**src/rtl/keypad_scanner.sv**
```systemverilog
// 4x4 matrix hex keypad scanner: synchronizes rows, scans columns on a slow tick,
// debounces press and release, and shifts each accepted nibble into a 16-bit register.
module keypad_scanner #(
    parameter int SCAN_DIV       = 12000,
    parameter int DEBOUNCE_TICKS = 4
) (
    input  logic        clk,
    input  logic        rst_n,
    input  logic [3:0]  ROW,
    output logic [3:0]  COL,
    output logic        key_valid,
    output logic [3:0]  key_code,
    output logic [15:0] four_hex_out
);

    localparam int DW = $clog2(SCAN_DIV);
    localparam int CW = $clog2(DEBOUNCE_TICKS + 1);

    typedef enum logic [1:0] {SCAN, DEBOUNCE, HOLD} state_t;

    state_t        state;
    logic [3:0]    row_m, row_s;
    logic [DW-1:0] div_cnt;
    logic          tick;
    logic [1:0]    col, r, det_r, col_inc;
    logic [CW-1:0] cnt;

    function automatic logic [3:0] key_map(input logic [1:0] rr, input logic [1:0] cc);
        logic [3:0] k;
        case ({rr, cc})
            4'd0:  k = 4'h1;
            4'd1:  k = 4'h2;
            4'd2:  k = 4'h3;
            4'd3:  k = 4'hA;
            4'd4:  k = 4'h4;
            4'd5:  k = 4'h5;
            4'd6:  k = 4'h6;
            4'd7:  k = 4'hB;
            4'd8:  k = 4'h7;
            4'd9:  k = 4'h8;
            4'd10: k = 4'h9;
            4'd11: k = 4'hC;
            4'd12: k = 4'hE;
            4'd13: k = 4'h0;
            4'd14: k = 4'hF;
            default: k = 4'hD;
        endcase
        return k;
    endfunction

    // Lowest-index low row wins when several keys share the active column.
    function automatic logic [1:0] low_row(input logic [3:0] rows);
        logic [1:0] idx;
        if (!rows[0])      idx = 2'd0;
        else if (!rows[1]) idx = 2'd1;
        else if (!rows[2]) idx = 2'd2;
        else               idx = 2'd3;
        return idx;
    endfunction

    assign tick    = (div_cnt == '0);
    assign det_r   = low_row(row_s);
    assign col_inc = col + 2'd1;

    always_ff @(posedge clk or negedge rst_n) begin
        if (!rst_n) begin
            row_m <= 4'hF;
            row_s <= 4'hF;
        end else begin
            row_m <= ROW;
            row_s <= row_m;
        end
    end

    always_ff @(posedge clk or negedge rst_n) begin
        if (!rst_n)    div_cnt <= '0;
        else if (tick) div_cnt <= DW'(SCAN_DIV - 1);
        else           div_cnt <= div_cnt - 1'b1;
    end

    always_ff @(posedge clk or negedge rst_n) begin
        if (!rst_n) begin
            state        <= SCAN;
            col          <= 2'd0;
            r            <= 2'd0;
            cnt          <= '0;
            COL          <= 4'b1110;
            key_valid    <= 1'b0;
            key_code     <= 4'h0;
            four_hex_out <= 16'h0000;
        end else begin
            key_valid <= 1'b0;
            if (tick) begin
                case (state)
                    SCAN: begin
                        if (row_s != 4'hF) begin
                            r <= det_r;
                            // The detection tick is the first agreeing sample.
                            if (DEBOUNCE_TICKS == 1) begin
                                state        <= HOLD;
                                cnt          <= '0;
                                key_valid    <= 1'b1;
                                key_code     <= key_map(det_r, col);
                                four_hex_out <= {four_hex_out[11:0], key_map(det_r, col)};
                            end else begin
                                state <= DEBOUNCE;
                                cnt   <= CW'(1);
                            end
                        end else begin
                            col <= col_inc;
                            COL <= ~(4'b0001 << col_inc);
                        end
                    end
                    DEBOUNCE: begin
                        if (!row_s[r]) begin
                            if (cnt == CW'(DEBOUNCE_TICKS - 1)) begin
                                state        <= HOLD;
                                cnt          <= '0;
                                key_valid    <= 1'b1;
                                key_code     <= key_map(r, col);
                                four_hex_out <= {four_hex_out[11:0], key_map(r, col)};
                            end else begin
                                cnt <= cnt + 1'b1;
                            end
                        end else begin
                            state <= SCAN;
                            cnt   <= '0;
                            col   <= col_inc;
                            COL   <= ~(4'b0001 << col_inc);
                        end
                    end
                    HOLD: begin
                        if (row_s[r]) begin
                            if (cnt == CW'(DEBOUNCE_TICKS - 1)) begin
                                state <= SCAN;
                                cnt   <= '0;
                                col   <= col_inc;
                                COL   <= ~(4'b0001 << col_inc);
                            end else begin
                                cnt <= cnt + 1'b1;
                            end
                        end else begin
                            cnt <= '0;
                        end
                    end
                    default: state <= SCAN;
                endcase
            end
        end
    end

endmodule

```
**config.mk**
```make
export PLATFORM = sky130hd
export DESIGN_NAME = keypad_scanner
export DESIGN_NICKNAME = d
export VERILOG_FILES = /design/src/rtl/keypad_scanner.sv
export SDC_FILE = /design/constraint.sdc
export NUM_CORES = 1
export LEC_CHECK = 0
export BUFFER_PORTS_ARGS = -buffer_cell sky130_fd_sc_hd__buf_2
export CAP_MARGIN = 5
export CORE_MARGIN = 2
export CORE_UTILIZATION = 35
export DETAILED_ROUTE_END_ITERATION = 6
export PLACE_DENSITY = 0.63
export SLEW_MARGIN = 20
export SYNTH_ARGS = -nofsm -noshare
export SYNTH_HDL_FRONTEND = slang
export SYNTH_SLANG_ARGS = --single-unit
```
**constraint.sdc**
```tcl
create_clock -name clk -period 2.9 [get_ports clk]
set_input_delay 0 -clock clk [delete_from_list [all_inputs] [get_ports clk]]
set_output_delay 0 -clock clk [all_outputs]
set_load 0.005 [all_outputs]
```
==> out/qor.csv <==
stage,metric,value,unit
setup_path,required time worst endpoint,3.13,ns
pwr,register share of total power,61.9,%
sta,Final min period,2.60,ns
floorplan,DIE AREA,7820,um^2
clocking,CTS Sinks,52,
sta,final worst clock skew,0.00967,ns
pwr,Clk pwr share,35.6,%
yosys,asr flop ratio synth,100,%
setup_path,peak fanout along the critical path,14,
placed_design,port buffer count,30,
sta,Slew HR,49.2,%
drt,drc violations,0,
placed_design,GPL Wtd Cong,0.809,
setup_path,CP Class,register to register,
clocking,htree depth,2,
yosys,ys flop type,dfrtp_1,
layout,most frequent cells in the layout,"dfrtp_1, buf_2, mux2_2, inv_1, ha_1",
pwr,Pint,0.917,mW
floorplan,Die Y,88.4,um
global_routing,Overflow after GRT,0,
pwr,P_sw,0.275,mW
layout,nets,255,
pwr,Sw Share,23.1,%
drt,initial DRC count,37,
pwr,Max VDD drop,252,uV
yosys,Yosys reg bits,52,
drt,routed vias/inst,4.72,
clocking,CTS Buf Count,5,
pwr,pwr/cell area,418,nW/um^2
yosys,Cell variety after synth,48,
global_routing,gr usage total,11.8,%
placed_design,dpl cells,321,
clocking,CTS root buffer,clkbuf_8,
floorplan,FP Rows,30,
drt,Vias,1576,
layout,share of cells above drive strength 1,34.5,%
clocking,CTS tree,done,
yosys,sequential fraction of the synthesis area,52.7,%
clocking,post-CTS setup buffers,0,
global_routing,largest net degree at the start of global routing,36,
yosys,Syn. warnings,0,
setup_path,worst reg2reg path depth,6,
global_routing,vias in the first global route,1536,
yosys,number of synthesized flops with an enable pin,0,
run_status,outcome,"finished, final reports clean",
layout,"commonest non-fill, non-tap cell in the layout",dfrtp_1,
floorplan,core region area,6830,um^2
global_routing,first-pass GRT wire length,7180,um
sta,Finish-stage setup viols,0,
layout,non-filler instance count after layout,334,
sta,TNS Setup,0,ns
drt,router iterations before antenna repair,4,
sta,Worst-Margin Slew,0.762,ns
placed_design,Final HPWL DP,2980,um
pwr,Comb pwr share,2.5,%
clocking,worst skew pair latency,0.31,ns
pwr,Pleak,1.40,nW
setup_path,crit end category,register,
global_routing,antenna violations before repair,0,
sta,final worst path period share,89.8,%
clocking,Worst-path clk slew,0.10,ns
floorplan,Initial Util,36.5,%
setup_path,CP Data Arrival Time,2.83,ns
drt,DRT antenna net count,0,
global_routing,met2 usage,18.5,%
global_routing,GR Util met3,3.17,%
global_routing,grt met1 use,15.7,%
setup_path,r2r startpoint,div_cnt[0],
floorplan,Die X-Extent,88.4,um
setup_path,Worst R2R End,state[0],
sta,RSZ-0062 raised after global routing,false,
yosys,post-synthesis cell count,202,
layout,Area Growth Syn to Fin,14.4,%
global_routing,busiest grt layer,met2,
sta,Slew Limit Fails,0,
drt,drt total wl,4260,um
sta,f_max,0.384,GHz
setup_path,Setup crit start kind,register,
drt,WL/cell,12.7,um
yosys,Netlist Area Pre-Place,2490,um^2
layout,ANT cells,0,
sta,"Hold Vio Cnt, Final",0,
run,max cap viols,0,
yosys,syn avg cell area,12.4,um^2
clocking,clock buffer depth,2,
floorplan,Top Ports,31,
worst_hold_path,worst min path class,primary input to async pin,
setup_path,Worst R2R Setup Slack,0.30,ns
yosys,Synth Net Count,220,
## flip-flops by register name, indices dropped and copies added, names as in the netlist
signal	flops
COL	4
cnt	3
col	2
div_cnt	14
four_hex_out	16
key_valid	1
r	2
row_m	4
row_s	4
state	2
## Yosys cell counts, drive strengths merged, types with 2 or more instances
cell type | number | share of area, %
xnor2 | 4 | 1.4
a31oi | 2 | 0.50
o31ai | 3 | 0.90
or4 | 3 | 1.2
nor4 | 2 | 1.1
mux2i | 9 | 3.6
dfrtp | 41 | 41
inv | 19 | 2.9
buf | 8 | 2.5
ha | 12 | 6.0
or3 | 5 | 1.3
xor2 | 3 | 1.1
nand2 | 6 | 0.90
o21ai | 5 | 1.0
nor2 | 10 | 1.5
nand3 | 4 | 1.0
nor3 | 5 | 1.0
a21oi | 6 | 1.2
o211ai | 2 | 0.80
dfstp | 11 | 12
mux4 | 2 | 1.8
mux2 | 20 | 9.0
nor2b | 2 | 0.50
## area by class of cell
class	count	area, um^2
inverter	19	71.3
fill	660	3980
clock inverter	3	21.3
clock buffer	5	68.8
multi-input combinational	122	1040
timing repair buffer	37	215
tap	96	120
sequential	52	1320
## logic make-up (layout without fill, tap and decap cells)
family / after synthesis / in the layout / synth area share (%)
DFF: 52 / 52 / 52.7
adders and majority gates: 12 / 12 / 6.02
and+or+nand+nor: 45 / 45 / 10.9
buffers and inverters: 28 / 64 / 5.52
AOI/OAI and AO/OA: 27 / 27 / 7.92
xor gates and xnor gates: 7 / 7 / 2.46
muxes: 31 / 31 / 14.4
## worst max-delay path by stage
stage                     slack, ns        to       start  cells past startpoint
after CTS                      0.29  state[0]  div_cnt[0]                      6
after detailed placement       0.34  state[0]  div_cnt[0]                      6
after floorplan                0.62  state[1]  div_cnt[0]                      8
after global placement         0.45  state[0]  div_cnt[0]                      6
final                          0.30  state[0]  div_cnt[0]                      6
after global routing            0.1  state[0]  div_cnt[0]                      6
## routing by layer
layer	share of wire, %	vias up
li1	-	776
met1	49	765
met2	46	26
met3	3.1	9
met4	1.7	0
met5	0	-
## through the flow
| step | worst slack [ns] | total power, mW | utilization [%] | instance area (um^2) | hold WS [ns] |
|---|---|---|---|---|---|
| 3_5_place_dp | 0.339 | 0.778 | 39.7 | 2710 | 0.106 |
| 3_3_place_gp | 0.450 | 0.777 | 39.7 | 2710 | 0.106 |
| 5_1_grt | 0.0986 | 1.25 | 41.8 | 2850 | 0.325 |
| 4_1_cts | 0.286 | 1.21 | 41.8 | 2850 | 0.315 |
| 2_1_floorplan | 0.616 | 0.757 | - | 2490 | -0.296 |
| 6_report | 0.297 | 1.19 | 41.8 | 2850 | 0.300 |
## power by group through the flow
stage	Sequential (mW)	Clock [mW]	Combinational [mW]
3_3_place_gp	0.751	0	0.0260
2_1_floorplan	0.751	0	0.00559
4_1_cts	0.738	0.440	0.0314
3_5_place_dp	0.752	0	0.0262
6_report	0.738	0.425	0.0300
5_1_grt	0.739	0.470	0.0354
## worst max-delay path, cell delays in order, from the launching register on
cell       delay, ns
dfrtp_1         0.41
inv_1           0.06
ha_1            0.16
or3b_1          0.52
or4_4           0.64
a2111oi_0       0.46
mux2i_1         0.26
## repair_timing
| item | CTS | global route |
|---|---|---|
| endpoints found under the hold margin | 31 | 0 |
| gates resized for setup | 0 | 0 |
| hold buffers | 5 | 0 |
No activity file was read; power rests on OpenSTA's default activity.
